## src/rtl/hamming32t26d_scrub.sv

```systemverilog
// SEC-DED (32,26) protected register-file memory with a background scrubber.
// Define HAMMING_SCRUB_INJECT_EN to add the inj_* error-injection ports.
module hamming32t26d_scrub #(
    parameter int DEPTH     = 16,
    parameter int CNT_WIDTH = 16
) (
    input  logic                       clk_i,
    input  logic                       rst_i,
    input  logic                       wr_en_i,
    input  logic [$clog2(DEPTH)-1:0]   wr_addr_i,
    input  logic [25:0]                wr_data_i,
    input  logic                       rd_en_i,
    input  logic [$clog2(DEPTH)-1:0]   rd_addr_i,
    output logic [25:0]                rd_data_o,
    output logic                       rd_valid_o,
    output logic                       rd_ded_o,
    input  logic                       scrub_en_i,
    output logic [$clog2(DEPTH)-1:0]   scrub_addr_o,
    output logic [CNT_WIDTH-1:0]       sec_cnt_o,
    output logic [CNT_WIDTH-1:0]       ded_cnt_o,
    output logic                       ded_irq_o,
    input  logic                       irq_clr_i
`ifdef HAMMING_SCRUB_INJECT_EN
   ,input  logic                       inj_en_i,
    input  logic [$clog2(DEPTH)-1:0]   inj_addr_i,
    input  logic [31:0]                inj_mask_i
`endif
);

    localparam int AW = $clog2(DEPTH);

    typedef enum logic [1:0] {IDLE, CHECK, FIX} state_e;

    // Data bits fill every non-power-of-two position above 0, in ascending order.
    function automatic logic [31:0] encode(input logic [25:0] d);
        logic [31:0] cw;
        int          k;
        cw = '0;
        k  = 0;
        for (int i = 3; i < 32; i++) begin
            if ((i & (i - 1)) != 0) begin
                cw[i] = d[k];
                k++;
            end
        end
        for (int p = 0; p < 5; p++) begin
            for (int i = 3; i < 32; i++) begin
                if ((i & (1 << p)) != 0) cw[1 << p] ^= cw[i];
            end
        end
        cw[0] = ^cw[31:1];
        return cw;
    endfunction

    // Returns {overall parity error, 5-bit syndrome}.
    function automatic logic [5:0] check_bits(input logic [31:0] cw);
        logic [4:0] s;
        s = '0;
        for (int i = 1; i < 32; i++) begin
            if (cw[i]) s ^= 5'(i);
        end
        return {^cw, s};
    endfunction

    function automatic logic [25:0] correct(input logic [31:0] cw);
        logic [5:0]  cb;
        logic [31:0] fixed;
        logic [25:0] d;
        int          k;
        cb    = check_bits(cw);
        fixed = cw;
        if (cb[5]) fixed[cb[4:0]] = ~fixed[cb[4:0]];
        d = '0;
        k = 0;
        for (int i = 3; i < 32; i++) begin
            if ((i & (i - 1)) != 0) begin
                d[k] = fixed[i];
                k++;
            end
        end
        return d;
    endfunction

    logic [31:0]          mem_q [DEPTH];
    state_e               state_q, state_d;
    logic [AW-1:0]        ptr_q, ptr_d;
    logic [CNT_WIDTH-1:0] sec_cnt_q, sec_cnt_d;
    logic [CNT_WIDTH-1:0] ded_cnt_q, ded_cnt_d;
    logic                 irq_q, irq_d;
    logic                 rd_valid_q, rd_valid_d;
    logic [25:0]          rd_data_q, rd_data_d;
    logic                 rd_ded_q, rd_ded_d;

    logic                 mem_we;
    logic [AW-1:0]        mem_waddr;
    logic [31:0]          mem_wdata;
    logic [5:0]           rd_cb, scr_cb;
    logic                 irq_set;
`ifdef HAMMING_SCRUB_INJECT_EN
    logic [31:0]          inj_base;
`endif

    // NOTE: every variable assigned here gets a default first, so no latches are inferred.
    always_comb begin
        rd_cb      = check_bits(mem_q[rd_addr_i]);
        scr_cb     = check_bits(mem_q[ptr_q]);
        state_d    = state_q;
        ptr_d      = ptr_q;
        sec_cnt_d  = sec_cnt_q;
        ded_cnt_d  = ded_cnt_q;
        mem_we     = wr_en_i;
        mem_waddr  = wr_addr_i;
        mem_wdata  = encode(wr_data_i);
        rd_valid_d = rd_en_i;
        rd_data_d  = rd_en_i ? correct(mem_q[rd_addr_i]) : rd_data_q;
        rd_ded_d   = rd_en_i ? (!rd_cb[5] && rd_cb[4:0] != '0) : rd_ded_q;
        irq_set    = rd_en_i && !rd_cb[5] && rd_cb[4:0] != '0;

        case (state_q)
            IDLE: begin
                if (scrub_en_i) state_d = CHECK;
            end
            CHECK: begin
                if (!scrub_en_i) begin
                    state_d = IDLE;
                end else if (scr_cb[5]) begin
                    state_d = FIX;
                end else begin
                    ptr_d = ptr_q + AW'(1);
                    if (scr_cb[4:0] != '0) begin
                        irq_set = 1'b1;
                        if (ded_cnt_q != '1) ded_cnt_d = ded_cnt_q + CNT_WIDTH'(1);
                    end
                end
            end
            FIX: begin
                // A user write to another address owns the single write port; retry next cycle.
                if (!(wr_en_i && wr_addr_i != ptr_q)) begin
                    if (!wr_en_i) begin
                        mem_we    = 1'b1;
                        mem_waddr = ptr_q;
                        mem_wdata = encode(correct(mem_q[ptr_q]));
                    end
                    if (sec_cnt_q != '1) sec_cnt_d = sec_cnt_q + CNT_WIDTH'(1);
                    ptr_d   = ptr_q + AW'(1);
                    state_d = scrub_en_i ? CHECK : IDLE;
                end
            end
            default: state_d = IDLE;
        endcase

        irq_d = irq_set ? 1'b1 : (irq_clr_i ? 1'b0 : irq_q);

`ifdef HAMMING_SCRUB_INJECT_EN
        inj_base = (mem_we && mem_waddr == inj_addr_i) ? mem_wdata : mem_q[inj_addr_i];
`endif
    end

    // NOTE: sequential state uses non-blocking assignments so all flops sample pre-edge values.
    always_ff @(posedge clk_i) begin
        if (rst_i) begin
            state_q    <= IDLE;
            ptr_q      <= '0;
            sec_cnt_q  <= '0;
            ded_cnt_q  <= '0;
            irq_q      <= 1'b0;
            rd_valid_q <= 1'b0;
            rd_data_q  <= '0;
            rd_ded_q   <= 1'b0;
            // NOTE: the memory is reset on purpose; all-zero is the valid codeword of data 0.
            for (int i = 0; i < DEPTH; i++) mem_q[i] <= '0;
        end else begin
            state_q    <= state_d;
            ptr_q      <= ptr_d;
            sec_cnt_q  <= sec_cnt_d;
            ded_cnt_q  <= ded_cnt_d;
            irq_q      <= irq_d;
            rd_valid_q <= rd_valid_d;
            rd_data_q  <= rd_data_d;
            rd_ded_q   <= rd_ded_d;
            if (mem_we) mem_q[mem_waddr] <= mem_wdata;
`ifdef HAMMING_SCRUB_INJECT_EN
            if (inj_en_i) mem_q[inj_addr_i] <= inj_base ^ inj_mask_i;
`endif
        end
    end

    assign rd_valid_o   = rd_valid_q;
    assign rd_data_o    = rd_data_q;
    assign rd_ded_o     = rd_ded_q;
    assign scrub_addr_o = ptr_q;
    assign sec_cnt_o    = sec_cnt_q;
    assign ded_cnt_o    = ded_cnt_q;
    assign ded_irq_o    = irq_q;

endmodule

```

## config.mk

```make
export PLATFORM = sky130hd
export DESIGN_NAME = hamming32t26d_scrub
export DESIGN_NICKNAME = d
export VERILOG_FILES = /design/src/rtl/hamming32t26d_scrub.sv
export SDC_FILE = /design/constraint.sdc
export NUM_CORES = 1
export LEC_CHECK = 0
export BUFFER_PORTS_ARGS = -buffer_cell sky130_fd_sc_hd__buf_4
export CAP_MARGIN = 30
export CORE_MARGIN = 1.5
export CORE_UTILIZATION = 50
export CTS_BUF_LIST = sky130_fd_sc_hd__clkbuf_2 sky130_fd_sc_hd__clkbuf_4 sky130_fd_sc_hd__clkbuf_8
export CTS_CLUSTER_SIZE = 10
export DETAILED_ROUTE_END_ITERATION = 16
export HOLD_SLACK_MARGIN = 0.03
export PLACE_DENSITY = 0.69
export SYNTH_ARGS = -nofsm -noshare
export SYNTH_HDL_FRONTEND = slang
export SYNTH_SLANG_ARGS = --single-unit
```

## constraint.sdc

```tcl
create_clock -name clk_i -period 6.3 [get_ports clk_i]
set_input_delay 0.63 -clock clk_i [delete_from_list [all_inputs] [get_ports clk_i]]
set_output_delay 0.63 -clock clk_i [all_outputs]
set_load 0.05 [all_outputs]
```

Yosys cells after proc, flatten, opt, wreduce, memory -nomap -nowiden
Memories as Yosys holds them, arrays and structs flattened. A register that Yosys moved wholly into a read port is not among the register bits.
Index checks and enable logic that the tools add are counted.
Widths: inputs -> output; s select.

storage, ports and cells
  output and inout bits = 65
  register bits = 67
  word-level logic and storage cells = 1223
  input port bits = 40
  memories kept = 1
  RAM bits = 512

operators by class
  bitwise gates (word level) = 237
  equality and inequality tests = 10
  $lt $le $gt $ge = 54
  reduce and logical (&&, ||, !) cells = 46
  muxes and demuxes = 840
  add/subtract/negate cells = 27

memories
  name   depth  bits a word  read ports  clocked after memory_dff  wr ports  RTL line  text
  mem_q  16     32           2           1                         16        84        logic [31:0] mem_q [DEPTH];

operators with widths
  cell                   count
  $mux 32                84
  $mux 26                75
  $ge 32x1->1 const B    25
  $lt 32x7->1 const B    25
  $add 32x2->32 const B  24
  $mux 5                 141
  $bwmux 26              25
  $mux 1                 402
  $xor 1x1->1            143
  $bmux 1 s5             27
  $demux 1 s5            27
  $mux 4                 33
  $not 3->3              30
  $bwmux 32              2
  $reduce_xor 32->1      2
  $reduce_xor 31->1      2
  $not 2->2              30
  $not 4->4              15
  $mux 3                 12
  $add 16x1->16 const B  2
  $ne 16x16->1 const B   2
  $reduce_or 32->1       1
  $logic_and 1x1->1      31
  $mux 2                 10
  20 further kinds       44

Logic depth before layout (Yosys ltp)
Gate-level depths: netlist (run 1).

  word-level depth = 337
  gate-level depth with buffers = 31
  depth with buffers taken out = 20

Worst setup path after synthesis (run 1)
OpenSTA, ideal clock, no wires.

  path kind = flip-flop to flip-flop
  from = register (tool-made name)
  to = memory mem_q[15][0] (data pin)
  setup slack = -0.365 ns
  path buffers = 4
  stages on the path, launching flop included = 25
  library setup time = 0.262 ns
  arrival = 6.403 ns
  data required time = 6.038 ns
  period minus slack after synthesis = 6.665 ns
  path through = dfxtp_1 > buf_6 > buf_12 > mux4_2 > mux2i_1 > xor3_1 > mux2_4 > xor2_1 > xor2_1 > nand2b_1 > mux2_2 > or4_1 > a2111o_1 > o311a_1 > and3_1 > buf_2 > a22o_1 > a211oi_1 > xnor3_1 > xnor2_2 > xnor3_1 > xnor3_2 > a21oi_4 > buf_12 > nor2_4

RTL lines
  item           RTL line
  end, declared  84

==> results.txt, run 1 <==
post-route core utilization: 62.6%
most frequent cells after synthesis: 699 x nor2_1, 512 x edfxtp_1, 287 x mux4_2, 163 x xnor2_1, 125 x clkbuf_1
worst-path maximum fanout: 8
Max-slew headroom: 32.6%
Clock Skew: 60.3 ps
Buf/Inv on CP: 7
Critical Path Stages: 25
hold depth: 2
Largest delay share family, worst path: XOR/XNOR gates
Period minus WS final: 6740 ps
outcome: complete, but fails checks
CTS Buffer Depth: 3
CTS clk-pin slew, worst paths: 60 ps
WS Path Type: reg2reg
Clock power frac: 11.5%
Reg2Reg Depth: 25
Core Area: 0.0673 mm^2
DP HPWL: 78.9 mm
Net Sw Power: 12400 uW
worst slew pin tran: 1010 ps
CTS tree: built
slowest stage delay, CP: 540 ps
syn avg cell area: 12.6 um^2
Mapped Nets: 2748
max_cap viols: 0
WL final: 123 mm
DR vias/cell: 6.49
synthesized cell area: 0.0341 mm^2
Avg WL per Cell: 30.1 um
Int Pwr: 16900 uW
Nets: 3180
clk sink count: 583
static leakage: 0.0154 uW
CP max-delay cell: or4_4
Seq pwr share: 15.5%
post-synth top area share: 45.1%
sequential share of the synthesized area: 49.3%
CP Data Arrival Time: 7220 ps
initial antenna violation count: 1
ys flop type: edfxtp_1
Top Ports: 105
cells after synthesis: 2705
Switching Share: 42.3%
top-count cell post-synth: nor2_1
pre-CTS setup slack: -626 ps
Crit path top cell by count: buf_12
GRT overflow: 0
Distinct cells, synth: 86
Antenna Cells: 0
RSZ-0062 raised after global routing: yes
vias after detailed routing: 26500
Final Hold Violating Endpoints: 0
GPL Wtd Cong: 0.985
htree depth: 3
die area: 0.0698 mm^2
PortBufs: 104
GRT Total Usage: 34.9%
Worst Setup Slack, final: -440 ps
largest net degree at the start of global routing: 62
total power per unit cell area: 695 mW/mm^2
CTS root buf: clkbuf_8
failing checks: setup timing
layout cells sized above 1: 38.7%
Final Cycle Share: 107%
die extent in y: 264 um
Comb power frac: 73.0%
width of the die: 264 um
drt pass-1 iters: 6
Synth Register Bits: 583
Sum Neg Setup Slack: -21970 ps
number of enable flip-flop cells after synthesis: 512
CP required: 6780 ps
top cells by area, synth: edfxtp_1 45%, mux4_2 19%, nor2_1 7.7%
Clock Latency Late Sink: 750 ps
Startpoint Class: flop
cell taking the most area after synthesis: edfxtp_1
initial DRC count: 3522
HP Class: in2reg
number of global-route vias before repair: 26600
Yosys warnings: 0
post-synthesis async set-or-reset flop share: 0%
Max Clock Freq: 0.148 GHz
Final setup viols: 96
largest vdd supply drop: 1.47 mV
Rows: 95
crit path capture type: flop
Area Overhead vs Synth: 23.5%
first-pass GRT wire length: 176 mm
Hold Slack: 157 ps
Starting Density: 50.7%
drt drc: 0
Antenna Nets Post-Route: 0
fin. max-slew vios: 0
CTS buffer count: 98
==> placed cells by master, fill, tap and decap left out, drive strengths merged, types with 48 or more instances in the layout <==
cell type / count
buf: 537
mux2i: 90
a21oi: 48
clkbuf: 139
xor2: 65
nand2: 116
nor2: 709
edfxtp: 512
dfxtp: 71
o21ai: 48
xnor2: 171
mux4: 295
==> per-stage QoR <==
stage / instances / cell area, um^2 / total power (uW)
2_1_floorplan: 2705 / 34200 / 14900
3_3_place_gp: 3839 / 38200 / 21000
3_5_place_dp: 3840 / 38200 / 21200
4_1_cts: 4051 / 40900 / 26100
5_1_grt: 4087 / 42100 / 30500
6_report: 4087 / 42100 / 29300
==> logic make-up (layout without fill, tap and decap cells) <==
group | after synthesis | after routing | synth area share [%]
compound gates | 247 | 247 | 4.85
xor+xnor | 251 | 251 | 7.29
fa+ha+maj | 3 | 3 | 0.110
buf+inv | 226 | 735 | 3.35
flops | 583 | 583 | 49.3
mux | 401 | 401 | 22.8
simple gates | 994 | 994 | 12.4
==> state kept, by name, summed over array words and instances, names as in the netlist, named ones only <==
signal	count
mem_q	512
rd_data_o	26
ded_cnt_o	16
sec_cnt_o	16
scrub_addr_o	4
state_q	2
ded_irq_o	1
rd_ded_o	1
rd_valid_o	1
==> worst register-to-register path: stages, from the launching register on <==
cell and delay (ps):
dfxtp_4 390, buf_12 110, buf_6 100, buf_12 130, mux4_2 510, mux2_4 310, xnor3_1 330, mux2_4 330
buf_6 150, xor3_2 460, nor4_1 80, or4_4 540, a2111o_1 330, o311a_4 150, and3_4 210, buf_4 140
buf_12 120, mux2i_1 140, o211ai_1 170, xnor2_1 260, xnor3_1 410, xnor3_1 240, xnor3_2 410, a21oi_4 230
buf_12 190, nor2_4 60
==> what timing repair did <==
action / 4_1_cts / 5_1_grt
pin swaps: 23 / 56
gates resized for setup: 79 / 200
setup buffers: 30 / 39
hold buffers: 0 / 0
endpoints found under the setup margin: 96 / 96
cloned: 5 / 3
==> routing by layer <==
layer / vias up / share of wire, % / global-route usage, %
met3: 496 / 12 / 8.93
met5: - / 0.0073 / 0
met4: 2 / 7.1 / 21.8
li1: 11000 / - / -
met1: 13100 / 34 / 43.1
met2: 1981 / 46 / 55.2
==> final timing paths <==
check	slack, ps	end	startpoint
max reg2reg	-440	mem_q[2][0]	flop
min	160	state_q[0]	scrub_en_i
max	-440	mem_q[2][0]	flop
min reg2reg	490	rd_ded_o	rd_ded_o
==> power groups by stage <==
stage | logic [uW] | registers (uW) | clock network [uW]
after floorplan | 10200 | 4720 | 0
after global placement | 16400 | 4600 | 0
after detailed placement | 16600 | 4620 | 0
final | 21400 | 4540 | 3360
after global routing | 22400 | 4560 | 3540
after CTS | 18200 | 4540 | 3390
==> final cells by class <==
class	instances	area, um^2
Clock inverter	39	249
Timing Repair Buffer	538	4720
Tap cell	873	1090
Sequential cell	583	16800
Clock buffer	138	1670
Fill cell	5101	25200
Multi-Input combinational cell	1896	17500
Inverter	20	75.1
Note: power is estimated with default switching activity, not from simulation.
==> inputs of run 2 (changes only) <==
==> constraint.sdc (replaced) <==
create_clock -name clk_i -period 6.3 [get_ports clk_i]
set_input_delay 0.63 -clock clk_i [delete_from_list [all_inputs] [get_ports clk_i]]
set_output_delay 0.63 -clock clk_i [all_outputs]
set_load 0.02 [all_outputs]
==> run 2 against run 1 <==
- via count is essentially flat
- non-clock buffer count fell by 52
- worst hold slack gained 17 ps
- sequential power hardly changed
- count of clock-buffer cells in the layout down 10
- clock skew is 13 ps lower
- combinational power fell by 15%
- first-iteration DRC count is 11% higher
- global-route usage decreased by 0.47 points
- the flow still finishes with violations (setup timing)
- setup slack worse by 57 ps
==> results.txt, run 2 (same netlist as run 1, synthesis figures left out) <==
Final setup viols: 66 (-31%)
CTS tree: built
outcome: complete, but fails checks
most frequent cells in the layout: 693 x nor2_1, 512 x edfxtp_1, 428 x buf_4
number of flip-flops in the largest register: 512 (unchanged)
worst slew pin tran: 1020 ps (+15.2 ps)
die area: 0.0698 mm^2 (unchanged)
Top Ports: 105 (unchanged)
slowest stage delay, CP: 550 ps (about the same)
PortBufs: 104 (unchanged)
WL met3: 16.3 mm (+6.4%)
Nets: 3129 (-1.6%)
most flop-heavy register: mem_q
Startpoint Class: flop
die extent in y: 264 um (unchanged)
DP HPWL: 77.4 mm (-1.9%)
pre-CTS setup slack: -552 ps (+74.7 ps)
Antenna Nets Post-Route: 0 (unchanged)
Max Clock Freq: 0.147 GHz (-0.84%)
Clock Latency Late Sink: 730 ps (-20 ps)
crit path capture type: flop
Hold Slack: 174 ps (+17.0 ps)
cts hold-fix bufs: 0 (unchanged)
sequential standard cell area: 0.0168 mm^2 (unchanged)
Largest delay share family, worst path: XOR/XNOR gates
GRT overflow: 0 (unchanged)
Final Cycle Share: 108% (+0.90 points)
CP max-delay cell: mux4_2
GRT Total Usage: 34.4% (-0.47 points)
Core Area: 0.0673 mm^2 (unchanged)
Max-slew headroom: 31.9% (-0.69 points)
routed length on met2: 55.5 mm (-2.7%)
# fillers: 5171 (+1.4%)
GPL Wtd Cong: 1.00 (+1.7%)
CP required: 6750 ps (-30 ps)
Rows: 95 (unchanged)
post-route core utilization: 61.2% (-1.4 points)
largest vdd supply drop: 1.13 mV (-23%)
total power per unit cell area: 638 mW/mm^2 (-8.2%)
max_cap viols: 0 (unchanged)
first-pass GRT wire length: 174 mm (-1.0%)
Buf/Inv on CP: 5 (-2)
Starting Density: 50.7% (unchanged)
Sum Neg Setup Slack: -18100 ps (+3860 ps)
most common cell after layout, fill and taps aside: nor2_1
CTS clk-pin slew, worst paths: 60 ps (about the same)
DR vias/cell: 6.55 (+1.0%)
drt pass-1 iters: 7 (+1)
met1 WL: 41.4 mm (-0.79%)
WS Path Type: reg2reg
Antenna Cells: 0 (unchanged)
drt drc: 0 (unchanged)
worst-path maximum fanout: 13 (+5)
CTS Buffer Depth: 3 (unchanged)
initial DRC count: 3925 (+11%)
RSZ-0062 raised after global routing: yes
Worst Setup Slack, final: -497 ps (-56.9 ps)
number of global-route vias before repair: 26400 (-0.87%)
static leakage: 0.0151 uW (-1.8%)
multi-input logic area: 0.0169 mm^2 (-3.5%)
Period minus WS final: 6800 ps (+56.9 ps)
htree depth: 3 (unchanged)
Clock Skew: 47.2 ps (-13.1 ps)
top sig layer: met4
initial antenna violation count: 0 (-1)
CTS root buf: clkbuf_8
clk sink count: 583 (unchanged)
CTS buffer count: 98 (unchanged)
fin. max-slew vios: 0 (unchanged)
layout cells sized above 1: 35.2% (-3.5 points)
largest net degree at the start of global routing: 58 (-6.5%)
Avg WL per Cell: 30.0 um (-0.30%)
width of the die: 264 um (unchanged)
failing checks: setup timing
WL final: 121 mm (-1.4%)
Area Overhead vs Synth: 20.7%
Final Hold Violating Endpoints: 0 (unchanged)
critical-path cell list: buf_12 > buf_6 > mux4_2 > a22oi_4 > nand3_4 > buf_4 > xnor2_1 > xnor2_1 > xnor3_2 > or4_4 > a2111o_1 > o311a_1 > and3_4 > buf_12 > a22o_1 > a211oi_2 > xnor3_1 > xnor2_2 > xnor3_1 > xnor3_2 > a21oi_4 > clkbuf_16 > nor2_4
HP Class: in2reg
CP Data Arrival Time: 7250 ps (+30 ps)
vias after detailed routing: 26500 (-0.045%)
run 2: cell types whose count changed in the layout (fill, tap and decap cells not counted), sizes merged:
cell / previous run / this run
buf: 537 / 482
inv: 21 / 20
nand3: 38 / 39
clkinvlp: 1 / 3
clkbuf: 139 / 132
clkinv: 36 / 47
bufinv: 1 / 6
run 2: layout make-up:
type                    instances  share of cell area [%]
repair buffers                486                    10.3
inverters                      20                   0.185
flip-flops and latches        583                    40.8
clock buffers                 128                    3.95
clock inverters                56                    1.08
well taps                     873                    2.65
multi-input cells            1897                    41.0
run 2: metal layers:
layer	vias to the layer above	global-route usage, %
met5	-	0
met4	0	18.5
met3	534	9.01
met2	2112	54.3
met1	13000	43.7
li1	10900	-
run 2: report_power, final:
part           switching (uW)  internal, uW  leakage (uW)  total [uW]
sequential                129          4420       0.00587        4540
combinational            9250          8890       0.00814       18100
clock                    1640          1940       0.00108        3580
total                   11000         15300        0.0151       26300
run 2: worst paths after layout:
| path | from | endpoint | slack, ps | depth (start not counted) |
|---|---|---|---|---|
| max | flop | mem_q[4][0] | -500 | 23 |
| min | scrub_en_i | state_q[0] | 170 | 2 |
| max reg2reg | flop | mem_q[4][0] | -500 | 23 |
| min reg2reg | rd_ded_o | rd_ded_o | 490 | 2 |
run 2: worst register-to-register path: stages, from the launching register on:
cell	delay (ps)
dfxtp_4	430
buf_12	180
buf_6	150
mux4_2	550
a22oi_4	230
nand3_4	180
buf_4	190
xnor2_1	270
xnor2_1	220
xnor3_2	430
or4_4	550
a2111o_1	380
o311a_1	150
and3_4	190
buf_12	140
a22o_1	220
a211oi_2	290
xnor3_1	390
xnor2_2	190
xnor3_1	270
xnor3_2	400
a21oi_4	260
clkbuf_16	250
nor2_4	40
run 2: per-stage QoR:
step           power (uW)  cell area (um^2)  std cells
2_1_floorplan       14800             34200       2705
3_3_place_gp        20600             38000       3818
3_5_place_dp        20800             38100       3821
4_1_cts             24900             40600       4022
5_1_grt             27500             41200       4043
6_report            26300             41200       4043
run 2: timing repair:
item | in CTS | in global routing
buffers inserted | 15 | 16
pin swaps | 13 | 16
gates resized for setup | 47 | 66
endpoints found under the setup margin | 96 | 96
cloned | 2 | 4
